<file path="src/rtl/icache_pkg.sv">
`default_nettype none
// +----------------------------------------------------------------------------+
// | Module : icache_pkg                                                        |
// | Desc   : Shared constants and FSM encodings for the instruction cache.     |
// | Rev    : 1.0  initial release                                              |
// +----------------------------------------------------------------------------+
package icache_pkg;

  localparam int c_INST_W = 32;
  localparam int c_ADDR_W = 32;

  typedef logic [1:0] state_t;

  localparam state_t c_ST_IDLE  = 2'd0;
  localparam state_t c_ST_ISSUE = 2'd1;
  localparam state_t c_ST_WAIT  = 2'd2;

endpackage
`default_nettype wire

</file>
<file path="src/rtl/icache_array.sv">
`default_nettype none
// +----------------------------------------------------------------------------+
// | Module : icache_array                                                      |
// | Desc   : Direct-mapped valid/tag/data storage, combinational hit lookup    |
// |          and a single refill write port.                                   |
// | Rev    : 1.0  initial release                                              |
// +----------------------------------------------------------------------------+
module icache_array
  import icache_pkg::*;
#(
  parameter int INDEX_BITS = 6,
  parameter int TAG_W      = 24
) (
  input  logic                  clk,
  input  logic                  rst,
  input  logic [INDEX_BITS-1:0] i_rd_index,
  input  logic [TAG_W-1:0]      i_rd_tag,
  output logic                  o_hit,
  output logic [c_INST_W-1:0]   o_rd_data,
  input  logic                  i_wr_en,
  input  logic [INDEX_BITS-1:0] i_wr_index,
  input  logic [TAG_W-1:0]      i_wr_tag,
  input  logic [c_INST_W-1:0]   i_wr_data
);

  localparam int c_LINES = 1 << INDEX_BITS;

  logic [c_LINES-1:0]  r_valid;
  logic [TAG_W-1:0]    r_tag  [c_LINES];
  logic [c_INST_W-1:0] r_data [c_LINES];

  // Valid bits are the only storage cleared by reset; a refill marks its line valid.
  always_ff @(posedge clk or negedge rst) begin
    if (!rst) begin
      r_valid <= '0;
    end else if (i_wr_en) begin
      r_valid[i_wr_index] <= 1'b1;
    end
  end

  // Tag and data are plain storage; a refill overwrites the line regardless of its old owner.
  always_ff @(posedge clk) begin
    if (i_wr_en) begin
      r_tag[i_wr_index]  <= i_wr_tag;
      r_data[i_wr_index] <= i_wr_data;
    end
  end

  assign o_hit     = r_valid[i_rd_index] && (r_tag[i_rd_index] == i_rd_tag);
  assign o_rd_data = r_data[i_rd_index];

endmodule
`default_nettype wire

</file>
<file path="src/rtl/icache.sv">
`default_nettype none
// +----------------------------------------------------------------------------+
// | Module : icache                                                            |
// | Desc   : Direct-mapped instruction cache. Hits answer next cycle; misses   |
// |          run one word fetch through the memory controller handshake.       |
// | Rev    : 1.0  initial release                                              |
// +----------------------------------------------------------------------------+
module icache
  import icache_pkg::*;
#(
  parameter int INDEX_BITS = 6,
  parameter int ADDR_W     = c_ADDR_W
) (
  input  logic                clk,
  input  logic                rst,
  input  logic                rdy,
  input  logic                if_req,
  input  logic [ADDR_W-1:0]   if_pc,
  input  logic                flush,
  output logic                if_valid,
  output logic [c_INST_W-1:0] if_inst,
  output logic                if_busy,
  output logic [ADDR_W-1:0]   mc_addr,
  output logic                mc_flag,
  input  logic [c_INST_W-1:0] mc_val,
  input  logic                mc_isok
);

  localparam int c_TAG_W = ADDR_W - INDEX_BITS - 2;

  state_t              r_state;
  state_t              w_state_nxt;
  logic                r_flushed;
  logic                r_if_valid;
  logic [c_INST_W-1:0] r_if_inst;
  logic                r_if_busy;
  logic                r_mc_flag;
  logic [ADDR_W-1:0]   r_mc_addr;

  logic                w_flushed_nxt;
  logic                w_valid_nxt;
  logic [c_INST_W-1:0] w_inst_nxt;
  logic                w_busy_nxt;
  logic                w_flag_nxt;
  logic [ADDR_W-1:0]   w_addr_nxt;
  logic                w_refill;
  logic                w_hit;
  logic [c_INST_W-1:0] w_rd_data;
  logic [ADDR_W-1:0]   w_pc_word;

  // Byte-offset bits are dropped by masking so the whole pc feeds one word address.
  assign w_pc_word = if_pc & ~ADDR_W'(3);

  icache_array #(
    .INDEX_BITS (INDEX_BITS),
    .TAG_W      (c_TAG_W)
  ) u_array (
    .clk        (clk),
    .rst        (rst),
    .i_rd_index (w_pc_word[INDEX_BITS+1:2]),
    .i_rd_tag   (w_pc_word[ADDR_W-1:INDEX_BITS+2]),
    .o_hit      (w_hit),
    .o_rd_data  (w_rd_data),
    .i_wr_en    (w_refill && rdy),
    .i_wr_index (r_mc_addr[INDEX_BITS+1:2]),
    .i_wr_tag   (r_mc_addr[ADDR_W-1:INDEX_BITS+2]),
    .i_wr_data  (mc_val)
  );

  // State and output registers; rdy low freezes everything.
  always_ff @(posedge clk or negedge rst) begin
    if (!rst) begin
      r_state    <= c_ST_IDLE;
      r_flushed  <= 1'b0;
      r_if_valid <= 1'b0;
      r_if_inst  <= '0;
      r_if_busy  <= 1'b0;
      r_mc_flag  <= 1'b0;
      r_mc_addr  <= '0;
    end else if (rdy) begin
      r_state    <= w_state_nxt;
      r_flushed  <= w_flushed_nxt;
      r_if_valid <= w_valid_nxt;
      r_if_inst  <= w_inst_nxt;
      r_if_busy  <= w_busy_nxt;
      r_mc_flag  <= w_flag_nxt;
      r_mc_addr  <= w_addr_nxt;
    end
  end

  // Next state: ISSUE is a single dead cycle so a stale isok from the last fetch is skipped.
  always_comb begin
    w_state_nxt = r_state;
    case (r_state)
      c_ST_IDLE:  if (!flush && if_req && !w_hit) w_state_nxt = c_ST_ISSUE;
      c_ST_ISSUE: w_state_nxt = c_ST_WAIT;
      c_ST_WAIT:  if (mc_isok) w_state_nxt = c_ST_IDLE;
      default:    w_state_nxt = c_ST_IDLE;
    endcase
  end

  // Output/datapath next values; a flushed miss still refills but produces no response.
  always_comb begin
    w_valid_nxt   = 1'b0;
    w_inst_nxt    = r_if_inst;
    w_busy_nxt    = r_if_busy;
    w_flag_nxt    = r_mc_flag;
    w_addr_nxt    = r_mc_addr;
    w_flushed_nxt = r_flushed;
    w_refill      = 1'b0;
    case (r_state)
      c_ST_IDLE: begin
        if (!flush && if_req) begin
          if (w_hit) begin
            w_valid_nxt = 1'b1;
            w_inst_nxt  = w_rd_data;
          end else begin
            w_flag_nxt    = 1'b1;
            w_busy_nxt    = 1'b1;
            w_addr_nxt    = w_pc_word;
            w_flushed_nxt = 1'b0;
          end
        end
      end
      c_ST_ISSUE: begin
        if (flush) w_flushed_nxt = 1'b1;
      end
      c_ST_WAIT: begin
        if (mc_isok) begin
          w_refill      = 1'b1;
          w_flag_nxt    = 1'b0;
          w_busy_nxt    = 1'b0;
          w_flushed_nxt = 1'b0;
          if (!(r_flushed || flush)) begin
            w_valid_nxt = 1'b1;
            w_inst_nxt  = mc_val;
          end
        end else if (flush) begin
          w_flushed_nxt = 1'b1;
        end
      end
      default: begin
        w_flag_nxt = 1'b0;
        w_busy_nxt = 1'b0;
      end
    endcase
  end

  assign if_valid = r_if_valid;
  assign if_inst  = r_if_inst;
  assign if_busy  = r_if_busy;
  assign mc_flag  = r_mc_flag;
  assign mc_addr  = r_mc_addr;

endmodule
`default_nettype wire

</file>
<file path="config.mk">
export PLATFORM = sky130hd
export DESIGN_NAME = icache
export DESIGN_NICKNAME = d
export VERILOG_FILES = /design/src/rtl/icache_pkg.sv /design/src/rtl/icache_array.sv /design/src/rtl/icache.sv
export SDC_FILE = /design/constraint.sdc
export NUM_CORES = 2
export LEC_CHECK = 0
export BUFFER_PORTS_ARGS = -buffer_cell sky130_fd_sc_hd__buf_2
export CAP_MARGIN = 20
export CORE_UTILIZATION = 42
export DETAILED_ROUTE_END_ITERATION = 10
export PLACE_DENSITY_LB_ADDON = 0.15
export SLEW_MARGIN = 0
export SYNTH_ARGS = -nofsm -noshare
export SYNTH_HDL_FRONTEND = slang
export SYNTH_SLANG_ARGS = --single-unit
</file>
<file path="constraint.sdc">
create_clock -name clk -period 6.46 [get_ports clk]
set_input_delay 1.292 -clock clk [delete_from_list [all_inputs] [get_ports clk]]
set_output_delay 1.292 -clock clk [all_outputs]
set_load 0.01 [all_outputs]
</file>
# After elaboration in Yosys (flattened, before gate mapping)
# Memory sizes are Yosys's and may differ from the RTL's.
# Index checks and enable logic that the tools add are counted.
totals:
  latch_bits: 0
  register_bits: 131
  out_inout_bits: 67
  memories: 2
  elab_cells: 70
  mem_bits_ro: 0
  mem_bits_rw: 3584
  inputBits: 70
classes:
  n_eq_ne: 9
  multipliers: 0
  div_mod_pow: 0
  shift: 0
  reduce_logical: 16
  magnitude_cmp: 3
  n_addsub: 0
  mux: 30
  bitwise_logic: 3
memory_table:
  columns: ["memory", "depth", "word_bits", "rd", "rd_clocked_by_memory_dff", "wr", "line_no", "text"]
  rows:
  - ["u_array.r_data", 64, 32, 1, 0, 1, "icache_array.sv:30", "logic [c_INST_W-1:0] r_data [c_LINES];"]
  - ["u_array.r_tag", 64, 24, 1, 0, 1, "icache_array.sv:29", "logic [TAG_W-1:0] r_tag [c_LINES];"]
op_table:
  columns: ["op", "n"]
  rows:
  - ["$mux 32", 4]
  - ["$or 64x64->64", 1]
  - ["$pmux 32 s2", 1]
  - ["$eq 24x24->1", 1]
  - ["$mux 1", 17]
  - ["$lt 6x7->1 const B", 2]
  - ["$ne 2x2->1 const B", 6]
  - ["$reduce_and 4->1", 2]
  - ["$bmux 1 s6", 1]
  - ["$demux 1 s6", 1]
  - ["$ge 6x1->1 const B", 1]
  - ["$pmux 1 s3", 2]
  - ["$pmux 2 s3", 1]
  - ["$reduce_and 6->1", 1]
  - ["$logic_and 1x1->1", 5]
  - ["$reduce_and 5->1", 1]
  - ["$mux 2", 2]
  - ["$reduce_and 3->1", 1]
  - ["$reduce_bool 3->1", 1]
  - ["$eq 2x1->1 const B", 1]
  - ["$eq 2x2->1 const B", 1]
  - ["$logic_not 1->1", 2]
  - ["$logic_not 2->1", 1]
  - ["$not 1->1", 2]
  - ["3 further kinds", 3]

# Logic depth before layout (Yosys ltp)
depth:
  depth_word: 7
  mapped_depth: 17
  depth_no_buf: 10

# Cells and area by module
# A second synthesis with hierarchy kept.
hier_totals:
  hier_cells: 6114
  hier_area_um2: 142574.2
by_module_without_submodules:
  columns: ["mod", "instances", "seq_area_each_um2", "cells_each", "area_per_inst_um2"]
  rows:
  - ["icache_array", 1, 109224.8, 5900, 139347.4]
  - ["icache", 1, 1676.6, 214, 3226.8]

# Worst setup path after synthesis
# Ideal clock, no wire load.
synth_timing:
  kind: "in2reg"
  from: "input port if_pc[2]"
  to: "register r_if_inst[11] (netlist: if_inst[11])"
  setup_ns: 0.125
  t_arrival_ns: 4.791
  required_ns: 6.335
  path_slack_ns: 1.544
  n_path_buf: 9
  stages: 16
  cell_sequence: "buf_6 buf_6 buf_6 buf_4 buf_4 buf_4 buf_2 buf_2 buf_2 mux4_2 mux4_2 nand2_1 a21oi_1 a21oi_1 o21ai_0 mux2_4"
synth_between:
  elab_chain_len: 5
  word_cells_on_any_way: 11
  cone_classes: "2 x eq/ne; 5 x mux; 2 x reduce/logical; 2 x memory"
synth_rtl:
  columns: ["element", "line_no", "text"]
  rows:
  - ["start, declared", "icache.sv:18", "input logic [ADDR_W-1:0] if_pc,"]
  - ["$mem_v2 64x24 / $bmux 1 s6 (equally long branches)", null, null]
  - ["$eq 24x24->1 / $mux 1 (equally long branches)", "icache_array.sv:49", "assign o_hit = r_valid[i_rd_index] && (r_tag[i_rd_index] == i_rd_tag);"]
  - ["$logic_and 1x1->1", "icache_array.sv:49", null]
  - ["$ne 2x2->1 (no source line)", null, null]
  - ["$reduce_and 6->1 (no source line)", null, null]
  - ["end signal, assigned", "icache.sv:84", "r_if_inst <= w_inst_nxt;"]
  - ["end, declared", "icache.sv:35", "logic [c_INST_W-1:0] r_if_inst;"]
# Several ways; a longest one is shown, not always the timed one. The select of a mux whose other input is x is not followed.
# A chain may end at the register's enable or synchronous reset.

# Worst setup path after layout
layout_timing:
  from: "input port if_pc[3]"
  to: "register r_if_inst[12] (netlist: if_inst[12])"
# Same word-level chain as after synthesis.

==> reports/results.tsv <==
stage	metric	value	unit
outcome	status	complete, no violations	
global_route	grt_max_degree	137	
cells_and_area	drive_above_1_share	31.1	%
clock_network	cts_hold_buffers	0	
clock_network	cts.repair.resized	0	
yosys	syn-cell-area	0.143	mm²
die	io_pins	137	
timing	fmax	190	MHz
global_route	grt_pass1_vias	71000	
die	initial_core_util	42.4	%
placed_design	gp_congestion	0.804	
die	coreArea	0.338	mm²
clock_network	path_clk_slew	0.06	ns
worst_hold_path	hp-class	in2async	
worst_setup_path	path_class	in2reg	
clock_network	htree_levels	5	
detailed_routing	via_per_inst	6.08	
timing	hold_viol	0	
clock_network	cts_tree	yes	
yosys	synth_edf_count	3584	
global_route	grt_pass1_wl	587000	µm
die	rows	213	
placed_design	place_hpwl	231000	µm
worst_setup_path	worst_ep_arrival_time	6.10	ns
placed_design	io_buffers	132	
timing	drv_slew	0	
worst_setup_path	critPathRequiredTime	7.28	ns
yosys	synth_warnings	0	
yosys	synth.avg_cell_area	22.7	µm²
detailed_routing	dr.first_iter.drc_count	9565	
clock_network	cts_buffer_depth	4	
yosys	netlist-cell-type-count	73	
clock_network	cts.sinks	3715	
timing	finClkSkew	0.0472	ns
cells_and_area	area_growth	15.4	%
worst_setup_path	start_kind	input port	
timing	min_period	5.27	ns
yosys	syn-instance-count	6295	
yosys	synth-compound-area-share	1.61	%
cells_and_area	final_cell_area	0.165	mm²
cells_and_area	instances_no_fill	11700	
power	power.density	341	mW/mm²
placed_design	pre_cts_slack	0.251	ns
power	peakVddDrop	0.297	mV
yosys	yosys_register_bits	3715	
detailed_routing	post-route-drc-count	0	
timing	fin_crit_sh	81.6	%
global_route	antenna_found_initial	29	
power	p_leak	0.0534	µW
clock_network	cts_setup_buffers	0	
global_route	grt.overflow.total	0	
placed_design	dp.cells	11000	
timing	tightest_slew	1.21	ns
timing	setup_ws	1.19	ns
yosys	yosys.area_share.simple	1.69	%
detailed_routing	dr.pass1.iters	5	
yosys	seq_area_frac_synth	77.5	%
clock_network	root_buffer	clkbuf_16	
clock_network	cts_made_buffers	396	
detailed_routing	routed_wirelength	431000	µm
timing	max-slew-margin-rel	19.5	%
die	die_w	586	µm
timing	rsz0062_at_grt	false	
die	die_area	0.343	mm²
detailed_routing	wire_per_inst	36.8	µm
yosys	muxShareOfSynthArea	17.8	%
die	die_h	586	µm
global_route	grt_usage	25.0	%
cells_and_area	layout_common_cells	edfxtp_1, mux4_2, mux2i_1, clkbuf_16, buf_4	
cells_and_area	layout.nets	6934	
yosys	synthAdderAreaFrac	0.0262	%
cells_and_area	final_common_cell	edfxtp_1	
yosys	synthArstFlopShare	3.53	%
timing	fin_hold_ws	0.329	ns
yosys	synth-main-ff-cell	edfxtp_1	
detailed_routing	drtAntennaViolNets	0	
job	drv_cap	0	
worst_setup_path	cp_max_fo	27	
yosys	synthXorXnorAreaFrac	0.104	%
worst_setup_path	crit_path_end_kind	flip-flop	
timing	tns	0	ns
clock_network	insertion_delay	0.95	ns
detailed_routing	num_vias	71200	
placed_design	place_area	0.152	mm²
yosys	synth_top_family_by_area	multiplexers	
timing	setup_viol	0	
[per-layer routing]
metal	track usage, %	up-vias	wire length, µm
li1	-	27900	-
met1	36.0	39600	181000
met2	40.5	3123	208000
met3	3.85	557	32700
met4	5.36	0	9360
met5	0	-	0
[synth_stat cells (all sizes together) (6+ instances only)]
| cell type | number | area [µm²] |
|---|---|---|
| buf | 223 | 1340 |
| or2 | 65 | 407 |
| nand2b | 11 | 68.8 |
| clkbuf | 111 | 417 |
| a211oi | 8 | 60.1 |
| mux4 | 884 | 19900 |
| nand3 | 96 | 480 |
| edfxtp | 3584 | 108000 |
| o21ai | 31 | 155 |
| nand2 | 99 | 372 |
| nand4 | 16 | 106 |
| nor2b | 17 | 106 |
| o211ai | 8 | 60.1 |
| a21oi | 36 | 180 |
| a22oi | 152 | 1140 |
| nor3 | 16 | 80.1 |
| o22ai | 42 | 263 |
| mux2 | 114 | 1400 |
| or3 | 8 | 50.1 |
| mux2i | 411 | 4110 |
| nor2 | 104 | 395 |
| inv | 14 | 52.6 |
| xnor2 | 15 | 131 |
| nand3b | 6 | 45.0 |
| dfrtp | 131 | 3280 |
| a221oi | 7 | 78.8 |
| nor4 | 6 | 43.8 |
[path summary, 6_finish.rpt]
path                                            start                   to  slack, ns  cells after the start
worst min-delay path                              rst          mc_addr[12]       0.33                      1
min in group clk                  u_array.r_valid[38]  u_array.r_valid[38]       0.46                      1
worst max-delay path                         if_pc[3]          if_inst[12]       1.19                     17
worst max register to register  u_array.r_tag[15][13]          if_inst[12]       1.98                     13
worst min register to register    u_array.r_valid[38]  u_array.r_valid[38]       0.46                      1
max in group asynchronous                         rst          mc_addr[30]       4.86                      2
[per-stage QoR]
step	total power (µW)	util, %
2_1_floorplan	31700	-
3_5_place_dp	34100	44.9
3_3_place_gp	33900	44.9
4_1_cts	56500	48.7
5_1_grt	57900	48.9
6_report	56300	48.9
[report_power, final]
part	switching [µW]	internal [µW]
Clock	9440	13100
Combinational	3230	1690
Sequential	499	28300
Total	13200	43100
[layout make-up]
| cell class | instances | area, µm² |
|---|---|---|
| fill | 27200 | 173000 |
| sequential | 3715 | 111000 |
| multi-input combinational | 2233 | 30800 |
| clock buffer | 505 | 10600 |
| tap | 4515 | 5650 |
| timing repair buffer | 501 | 4650 |
| clock inverter | 219 | 2210 |
| inverter | 14 | 62.6 |
| antenna | 3 | 7.51 |
[state kept, by name, indices dropped and copies added (netlist names)]
signal and cells:
u_array.r_tag 1536, mc_flag 1, u_array.r_data 2048, r_state 2, r_flushed 1, if_valid 1
if_inst 32, u_array.r_valid 64, mc_addr 30
[worst max-delay path: stages]
cell      delay [ns]
buf_8           0.28
buf_12          0.34
buf_12          0.20
mux4_2          0.51
mux2i_1         0.20
o22ai_1         0.12
a311oi_1        0.29
buf_4           0.22
a21oi_1         0.07
nand4b_1        0.38
nor4_1          0.50
nand4_2         0.20
buf_12          0.21
a221oi_4        0.28
buf_12          0.23
buf_12          0.20
mux2_4          0.31
[cells by family (layout without fill, tap and decap cells)]
kind of cell | count (synthesis) | in the layout
flip-flops | 3715 | 3715
other | 1 | 5
AO/OA/AOI/OAI | 325 | 325
AND/OR/NAND/NOR | 477 | 477
buffers and inverters | 348 | 1239
multiplexers | 1409 | 1409
adder cells (fa/ha/maj) | 3 | 3
XOR/XNOR | 17 | 17
(Power assumes the default switching activity.)
